===== config.mk =====
export PLATFORM = sky130hd
export DESIGN_NAME = serial_addsub
export DESIGN_NICKNAME = d
export VERILOG_FILES = /design/src/rtl/alu_pkg.sv /design/src/rtl/fulladder.sv /design/src/rtl/serial_addsub.sv
export SDC_FILE = /design/constraint.sdc
export NUM_CORES = 1
export LEC_CHECK = 0
export ABC_AREA = 1
export CAP_MARGIN = 20
export CELL_PAD_IN_SITES_DETAIL_PLACEMENT = 0
export CELL_PAD_IN_SITES_GLOBAL_PLACEMENT = 1
export CORE_MARGIN = 4
export CORE_UTILIZATION = 37
export CTS_CLUSTER_DIAMETER = 120
export DETAILED_ROUTE_END_ITERATION = 6
export GPL_TIMING_DRIVEN = 0
export HOLD_SLACK_MARGIN = 0.08
export PLACE_DENSITY_LB_ADDON = 0.1
export SETUP_SLACK_MARGIN = 0.4
export SLEW_MARGIN = 10
export SYNTH_ARGS = -nofsm -noshare
export SYNTH_HDL_FRONTEND = slang
export SYNTH_SLANG_ARGS = --single-unit
export TNS_END_PERCENT = 5

===== constraint.sdc =====
create_clock -name clk -period 1.7 [get_ports clk]
set_clock_uncertainty 0.15 [all_clocks]
set_input_delay 0.34 -clock clk [delete_from_list [all_inputs] [get_ports clk]]
set_output_delay 0.34 -clock clk [all_outputs]
set_load 0.005 [all_outputs]

===== src/rtl/alu_pkg.sv =====
// Shared definitions for the bit-serial add/subtract unit.
// Holds the FSM state encoding and the default operand width.
package alu_pkg;

    // IDLE accepts work, RUN shifts one bit per clock, DONE presents results.
    typedef enum logic [1:0] {
        IDLE = 2'b00,
        RUN  = 2'b01,
        DONE = 2'b10
    } state_e;

    localparam int DEF_WIDTH = 4;

endpackage


===== src/rtl/fulladder.sv =====
// Single-bit full-adder cell used by the serial arithmetic datapath.
// Ports: a, b, cin in; s (sum), cout (carry) out.
module fulladder (
    input  logic a,
    input  logic b,
    input  logic cin,
    output logic cout,
    output logic s
);

    assign s    = a ^ b ^ cin;
    assign cout = (a & b) | (a & cin) | (b & cin);

endmodule


===== src/rtl/serial_addsub.sv =====
// Bit-serial add/subtract unit: one full adder, one bit per clock.
// Ports: clk, rst (async, active-high), start/sub/a/b in;
// ready, done, s, cout, ovf, zero out (results registered).
module serial_addsub
    import alu_pkg::*;
#(
    parameter int WIDTH = DEF_WIDTH
) (
    input  logic             clk,
    input  logic             rst,
    input  logic             start,
    input  logic             sub,
    input  logic [WIDTH-1:0] a,
    input  logic [WIDTH-1:0] b,
    output logic             ready,
    output logic             done,
    output logic [WIDTH-1:0] s,
    output logic             cout,
    output logic             ovf,
    output logic             zero
);

    localparam int CW = $clog2(WIDTH + 1);
    localparam logic [CW-1:0] LAST = CW'(WIDTH - 1);

    state_e           state_q, state_d;
    logic [CW-1:0]    cnt_q, cnt_d;
    logic             carry_q, carry_d;
    logic [WIDTH-1:0] a_sh_q, a_sh_d;
    logic [WIDTH-1:0] b_sh_q, b_sh_d;
    logic [WIDTH-1:0] r_sh_q, r_sh_d;
    logic [WIDTH-1:0] s_q, s_d;
    logic             cout_q, cout_d;
    logic             ovf_q, ovf_d;
    logic             zero_q, zero_d;

    logic fa_s;
    logic fa_cout;

    fulladder u_fa (
        .a    (a_sh_q[0]),
        .b    (b_sh_q[0]),
        .cin  (carry_q),
        .cout (fa_cout),
        .s    (fa_s)
    );

    always_comb begin
        state_d = state_q;
        cnt_d   = cnt_q;
        carry_d = carry_q;
        a_sh_d  = a_sh_q;
        b_sh_d  = b_sh_q;
        r_sh_d  = r_sh_q;
        s_d     = s_q;
        cout_d  = cout_q;
        ovf_d   = ovf_q;
        zero_d  = zero_q;
        case (state_q)
            IDLE: begin
                if (start) begin
                    // Subtraction is a + ~b + 1: invert b, seed carry with 1.
                    state_d = RUN;
                    a_sh_d  = a;
                    b_sh_d  = b ^ {WIDTH{sub}};
                    carry_d = sub;
                    cnt_d   = '0;
                end
            end
            RUN: begin
                a_sh_d  = a_sh_q >> 1;
                b_sh_d  = b_sh_q >> 1;
                r_sh_d  = {fa_s, r_sh_q[WIDTH-1:1]};
                carry_d = fa_cout;
                cnt_d   = cnt_q + CW'(1);
                if (cnt_q == LAST) begin
                    // On the MSB step carry_q is the carry into the MSB.
                    state_d = DONE;
                    s_d     = r_sh_d;
                    cout_d  = fa_cout;
                    ovf_d   = carry_q ^ fa_cout;
                    zero_d  = (r_sh_d == '0);
                end
            end
            DONE: begin
                state_d = IDLE;
            end
            default: begin
                state_d = IDLE;
            end
        endcase
    end

    always_ff @(posedge clk or posedge rst) begin
        if (rst) begin
            state_q <= IDLE;
            cnt_q   <= '0;
            carry_q <= 1'b0;
            a_sh_q  <= '0;
            b_sh_q  <= '0;
            r_sh_q  <= '0;
            s_q     <= '0;
            cout_q  <= 1'b0;
            ovf_q   <= 1'b0;
            zero_q  <= 1'b0;
        end else begin
            state_q <= state_d;
            cnt_q   <= cnt_d;
            carry_q <= carry_d;
            a_sh_q  <= a_sh_d;
            b_sh_q  <= b_sh_d;
            r_sh_q  <= r_sh_d;
            s_q     <= s_d;
            cout_q  <= cout_d;
            ovf_q   <= ovf_d;
            zero_q  <= zero_d;
        end
    end

    assign ready = (state_q == IDLE);
    assign done  = (state_q == DONE);
    assign s     = s_q;
    assign cout  = cout_q;
    assign ovf   = ovf_q;
    assign zero  = zero_q;

endmodule


==> summary.md, run 1 <==
| Metric | Value |
|---|---|
| Port Buffers | 20 |
| Synth area leader | dfrtp_1 |
| Pwr per Cell Area | 1610 mW/mm^2 |
| Combinational share of power | 0.481 |
| Syn Nets | around 150 |
| Most common cell in the netlist | nand2_1 |
| Max incr delay on CP | about 0.45 ns |
| Share of power burned in registers | 0.395 |
| Tightest Pin Transition | roughly 0.91 ns |
| Placed cells | 181 |
| Gr usage total | 0.124 |
| Rows | 19 |
| Post-DRT Antenna Nets | 0 |
| Clock Pin Slew Worst Setup and Hold Paths | 0.13 ns |
| CP Max Fanout | 3 |
| R2r worst-path depth | 3 |
| Register bit total from synthesis | 24 |
| Crit path cell chain | buf_6 -> nor2_4 -> buf_2 |
| Cts bufs inserted | 3 |
| Final setup TNS | 0 ns |
| Root buffer selected by CTS | clkbuf_4 |
| Post-synthesis cell count | 130 |
| Share of layout cells above drive strength 1 | 0.216 |
| Synth area leaders | dfrtp_1, nand2_1, nand3_1, inv_1, o21ai_2 |
| Clock share of power | 0.124 |
| RSZ-0062 raised after global routing | yes |
| Yosys Warn Count | 0 |
| Hold Violations, Final | 0 |
| Setup violations, final | 0 |
| Hold slack final | approximately 0.29 ns |
| Maxcap violations | 0 |
| Leakage | between 0.7 and 0.8 nW |
| WL final | roughly 2300 um |
| Initial antenna violation count | 0 |
| Finished Core Util | 0.531 |
| Fin cells | a little under 200 |
| Routed WL per cell | approximately 12 um |
| Placed instance area | between 0.001 and 0.0015 mm^2 |
| Gpl congestion | ~0.73 |
| Area Growth Syn to Fin | 33.0% |
| Remaining global-route overflow | 0 |
| DPL Wire Length | 1560 um |
| Pint | 1.49 mW |
| Remaining DRCs | 0 |
| Synth unique cells | 18 |
| Status | completed |
| Peak VDD IR | 0.000697 V |
| Clock Sinks | 24 |
| Net switching power | 0.928 mW |
| Slew Viols, Final | 0 |
| Hold crit path type | in -> reg |
| Initial core utilization | 0.399 |
| Reg2reg start | a_sh_q[0]$_DFFE_PP0P_ |
| Post-CTS Hold Fix Bufs | 0 |
| Max Clock Freq | 0.646 GHz |
| Synth cell count leaders | nand2_1, dfrtp_1, nand3_1 |
| Setup crit end kind | output port |
| Rel. slew slack | 0.396 |
| Die width | 63.2 um |
| DR vias/cell | roughly 4.8 |
| Die Y-Extent | ~63 um |
| Final worst path period share | 0.910 |
| Setup crit end | done |
| I/O pins | 21 |
| Global-route wire length before repair | 4090 um |
| CP Data Required Time | roughly 1.2 ns |
| Reg-to-reg endpoint | r_sh_q[3]$_DFFE_PP0P_ |
| Post-route cell area | around 0.0015 mm^2 |
| Main flop type after synthesis | dfrtp_1 |
| Syn avg cell area | about 8.7 um^2 |
| Nets | 178 |
| H-tree depth | 1 |
| Vias in the first global route | 895 |
| Core Area | around 0.0028 mm^2 |
| Critical path type | reg -> out |
| Critical path arrival | between 1 and 1.5 ns |
| Sw frac | 0.383 |
| Setup crit start kind | flop |
| Die area | roughly 0.0040 mm^2 |
| TritonRoute pass-1 iters | 4 |
| DRT iter0 DRCs | 27 |
| Vias post-DR | roughly 900 |
| Share of the synthesized area in the top cell type | 0.532 |
| Register area share after synthesis | 0.532 |
| Period minus WS final | 1.55 ns |
| Reg2reg setup slack | ~0.28 ns |
| Worst setup startpoint | state_q[0]$_DFFE_PP0P_ |
| CTS tree | yes |
| Max Buffers Root-to-Sink | 2 |
| # fillers | about 280 |
| Worst skew pair latency | slightly above 0.3 ns |
| Crit-path slowest cell | dfrtp_2 |
| Ant. Diodes | 0 |
| Number of flops mapped to enable cells by yosys | 0 |
| Async S/R FF share, synth | 1.00 |
| Netlist Area Pre-Place | 0.00113 mm^2 |
| Largest net degree at the start of global routing | 25 |
flip-flops by register name (all words and copies together) (netlist names):
| signal | count |
|---|---|
| s | 4 |
| carry_q | 1 |
| r_sh_q | 3 |
| cnt_q | 3 |
| b_sh_q | 4 |
| state_q | 2 |
| a_sh_q | 4 |
| ovf | 1 |
| cout | 1 |
| zero | 1 |
through the flow:
stage                     power [mW]  setup WS (ns)
after global routing            2.66         0.0958
after floorplan                 1.61          0.340
final                           2.42          0.153
after CTS                       2.33          0.129
after global placement          1.97         -0.103
after detailed placement        1.98        -0.0782
metal layers:
layer,global-route usage,part of all wire,up-vias
met5,0,0,-
met4,0.0243,0.0061,0
met3,0.0284,0.046,2
met2,0.211,0.46,21
met1,0.161,0.49,413
li1,-,-,483
cells by family after synthesis:
family,count (synthesis),synth area share
AOI/OAI and AO/OA,10,0.0554
xor gates and xnor gates,2,0.0155
adders and majority gates,3,0.0399
buffers and inverters,17,0.0709
DFF,24,0.532
and+or+nand+nor,74,0.286
worst min-delay path by stage:
| stage | from | endpoint | slack (ns) | depth (start not counted) |
|---|---|---|---|---|
| 2_1_floorplan | rst | a_sh_q[0]$_DFFE_PP0P_ | 0.20 | 1 |
| 3_3_place_gp | s[0]$_DFFE_PP0P_ | s[0]$_DFFE_PP0P_ | 0.31 | 2 |
| 3_5_place_dp | s[3]$_DFFE_PP0P_ | s[3]$_DFFE_PP0P_ | 0.32 | 2 |
| 4_1_cts | s[3]$_DFFE_PP0P_ | s[3]$_DFFE_PP0P_ | 0.35 | 2 |
| 5_1_grt | start | a_sh_q[1]$_DFFE_PP0P_ | 0.28 | 3 |
| 6_report | start | a_sh_q[2]$_DFFE_PP0P_ | 0.29 | 3 |
cells in the final DEF (no fill, tap or decap), types with 4 or more instances in the layout:
cell and n:
buf_4 7, buf_6 4, clkdlybuf4s50_1 10, dfrtp_1 22
dlygate4sd2_1 7, inv_1 10, nand2_1 42, nand3_1 23
nor2_4 4, o21ai_0 5
critical path, delay by kind of cell, from the launching register on:
family | cells | cell delay (ns)
buffers and inverters | 2 | 0.24
AND/OR/NAND/NOR | 1 | 0.06
flip-flops | 1 | 0.45
power groups by stage:
stage / Clock (mW) / Combinational (mW) / Sequential, mW
2_1_floorplan: 0 / 0.656 / 0.950
3_3_place_gp: 0 / 1.01 / 0.960
3_5_place_dp: 0 / 1.02 / 0.966
4_1_cts: 0.315 / 1.07 / 0.952
5_1_grt: 0.334 / 1.33 / 0.994
6_report: 0.300 / 1.17 / 0.956
cell type report:
class | instances | area (um^2) | area share
repair buffers | 28 | 248 | 0.165
clock buffers | 4 | 36.3 | 0.0242
multi-input cells | 89 | 483 | 0.322
plain buffers | 4 | 38.8 | 0.0258
inverters | 13 | 53.8 | 0.0358
well taps | 31 | 38.8 | 0.0258
flip-flops and latches | 24 | 603 | 0.402
what timing repair did:
item                                    in CTS  in global routing
setup buffers                                5                  3
pin swaps                                    2                  3
endpoints found under the setup margin      51                 57
gates resized for setup                     21                 11
Note: power is estimated with default switching activity, not from simulation.
==> run 2, diff against run 1 <==
--- a/config.mk
+++ b/config.mk
@@ -9,8 +9,8 @@
 export CAP_MARGIN = 20
 export CELL_PAD_IN_SITES_DETAIL_PLACEMENT = 0
 export CELL_PAD_IN_SITES_GLOBAL_PLACEMENT = 1
-export CORE_MARGIN = 4
-export CORE_UTILIZATION = 37
+export CORE_MARGIN = 2
+export CORE_UTILIZATION = 30
 export CTS_CLUSTER_DIAMETER = 120
 export DETAILED_ROUTE_END_ITERATION = 6
 export GPL_TIMING_DRIVEN = 0
==> run 2 against run 1 <==
Against the previous run: first-iteration DRC count decreased by 41%; critical path type unchanged; total power increased by 8.9%; count of clock-buffer cells in the layout decreased by 1; largest cell class unchanged; highest routed layer unchanged; clock power increased by 68%.
==> summary.md, run 2 (synthesized netlist as in run 1, its figures left out) <==
| Metric | Value |
|---|---|
| Rel. slew slack | 0.381 (-0.0152) |
| Fin cells | 215 (+11%) |
| Hold Crit Depth | 2 (-1) |
| Min-Delay Endpoint | s[3]$_DFFE_PP0P_ |
| Setup crit start kind | flop |
| Max Clock Freq | 0.654 GHz (+1.2%) |
| Clock Sinks | 24 (unchanged) |
| Vias post-DR | 940 (+2.3%) |
| Most common cell after layout, fill and taps aside | nand2_1 |
| Final worst path period share | 0.900 (-0.0105) |
| Period minus WS final | 1.53 ns (-0.0178 ns) |
| Placed instance area | 0.00140 mm^2 (+1.5%) |
| Maxcap violations | 0 (unchanged) |
| Status | completed |
| Gpl congestion | 0.715 (-1.9%) |
| Port Buffers | 20 (unchanged) |
| CP Data Required Time | 1.21 ns (about the same) |
| Total power | 2.64 mW (+8.9%) |
| Remaining DRCs | 0 (unchanged) |
| Leakage | 0.826 nW (+3.9%) |
| Area Growth Syn to Fin | 39.9% |
| Placed cells | 198 (+9.4%) |
| Finished Core Util | 0.435 (-0.0962) |
| CP Max Fanout | 2 (-1) |
| Global-route wire length before repair | 4400 um (+7.4%) |
| Hold crit path type | reg -> reg |
| Peak VDD IR | 0.000482 V (-31%) |
| DR vias/cell | 4.37 (-8.2%) |
| Post-DRT Antenna Nets | 0 (unchanged) |
| Setup violations, final | 0 (unchanged) |
| Core Area | 0.00363 mm^2 (+28%) |
| Largest net degree at the start of global routing | 25 (unchanged) |
| Initial core utilization | 0.311 (-0.0883) |
| Remaining global-route overflow | 0 (unchanged) |
| R2r worst-path depth | 7 (+4) |
| Routed WL per cell | 11.3 um (-4.8%) |
| Post-route cell area | 0.00158 mm^2 (+5.2%) |
| Root buffer selected by CTS | clkbuf_8 |
| Tightest Pin Transition | 0.928 ns (+0.0227 ns) |
| Share of layout cells above drive strength 1 | 0.222 (+0.00551) |
| Die width | 65.3 um (+3.3%) |
| WL final | 2420 um (+6.1%) |
| Gr usage total | 0.135 (+0.0108) |
| Pwr per Cell Area | 1670 mW/mm^2 (+3.6%) |
| CTS tree | yes |
| Slew Viols, Final | 0 (unchanged) |
| TritonRoute pass-1 iters | 4 (unchanged) |
| Rows | 22 (+3) |
| Initial antenna violation count | 0 (unchanged) |
| Hold slack final | 0.335 ns (+0.0494 ns) |
| Min-delay src | s[3]$_DFFE_PP0P_ |
| DPL Wire Length | 1640 um (+5.1%) |
| Max Buffers Root-to-Sink | 2 (unchanged) |
| Clock Pin Slew Worst Setup and Hold Paths | 0.09 ns (-0.04 ns) |
| RSZ-0062 raised after global routing | yes |
| I/O pins | 21 (unchanged) |
| H-tree depth | 1 (unchanged) |
| Ant. Diodes | 0 (unchanged) |
| Die Y-Extent | 65.3 um (+3.3%) |
| Nets | 183 (+2.8%) |
| Reg-to-reg endpoint | a_sh_q[0]$_DFFE_PP0P_ |
| Vias in the first global route | 961 (+7.4%) |
| Critical path arrival | 1.04 ns (-0.02 ns) |
| Reg2reg setup slack | 0.28 ns (about the same) |
| DRT iter0 DRCs | 16 (-41%) |
| Most frequent cells in the layout | nand2_1, nand3_1, dfrtp_1 |
| Cts bufs inserted | 3 (unchanged) |
| Critical path type | reg -> out |
| Worst skew pair latency | 0.27 ns (-0.04 ns) |
| Setup crit end kind | output port |
| Die area | 0.00427 mm^2 (+6.8%) |
| Reg2reg start | state_q[1]$_DFFE_PP0P_ |
| Hold Violations, Final | 0 (unchanged) |
## run 2: cell count changes in the layout (fill, tap and decap cells not counted), moves of 2 or more
cell and change:
nand2_1 +2, clkbuf_4 -3, nand2_2 -2, clkbuf_8 +2, buf_4 +5
## run 2: final cells by class
cell class	instances	area (um^2)
fillers	411	2050
flip-flops and latches	24	602
multi-input cells	89	473
repair buffers	33	290
well taps	48	60.1
inverters	13	51.3
clock buffers	3	41.3
plain buffers	4	31.3
clock inverters	1	30.0
## run 2: metal layers
metal	global-route usage	share of wire	vias to the layer above
met5	0	0	-
met4	0.0469	0.0041	0
met3	0.0154	0.044	2
met2	0.237	0.49	18
met1	0.170	0.47	432
li1	-	-	488
## run 2: worst max-delay path by stage
stage	startpoint	endpoint	slack, ns
global route	state_q[1]$_DFFE_PP0P_	ready	0.12
global placement	start	b_sh_q[2]$_DFFE_PP0P_	-0.11
floorplan	a_sh_q[0]$_DFFE_PP0P_	zero$_DFFE_PP0P_	0.34
finish	state_q[1]$_DFFE_PP0P_	ready	0.17
CTS	state_q[1]$_DFFE_PP0P_	ready	0.17
detailed placement	start	b_sh_q[2]$_DFFE_PP0P_	-0.15
## run 2: critical path, stage by stage (launching register included)
cell and delay (ns):
dfrtp_2 0.44, buf_6 0.12, nor2_4 0.09, buf_2 0.12
## run 2: stage by stage
stage	setup TNS, ns	setup WS [ns]
global placement	-0.591	-0.108
global route	0	0.122
finish	0	0.170
CTS	0	0.168
floorplan	0	0.340
detailed placement	-0.780	-0.150
## run 2: power by group
part	leakage [nW]	internal, mW	total (mW)	switching, mW
registers	0.307	0.809	0.947	0.139
clock network	0.0357	0.315	0.503	0.188
logic	0.484	0.568	1.19	0.618
total	0.826	1.69	2.64	0.945
## run 2: repair_timing
action / in CTS / in global routing
hold buffers: 0 / 0
resized for setup: 26 / 0
setup buffers: 13 / 0
pin swaps: 3 / 0
setup endpoints to repair: 51 / 57
hold endpoints to repair: 0 / 0
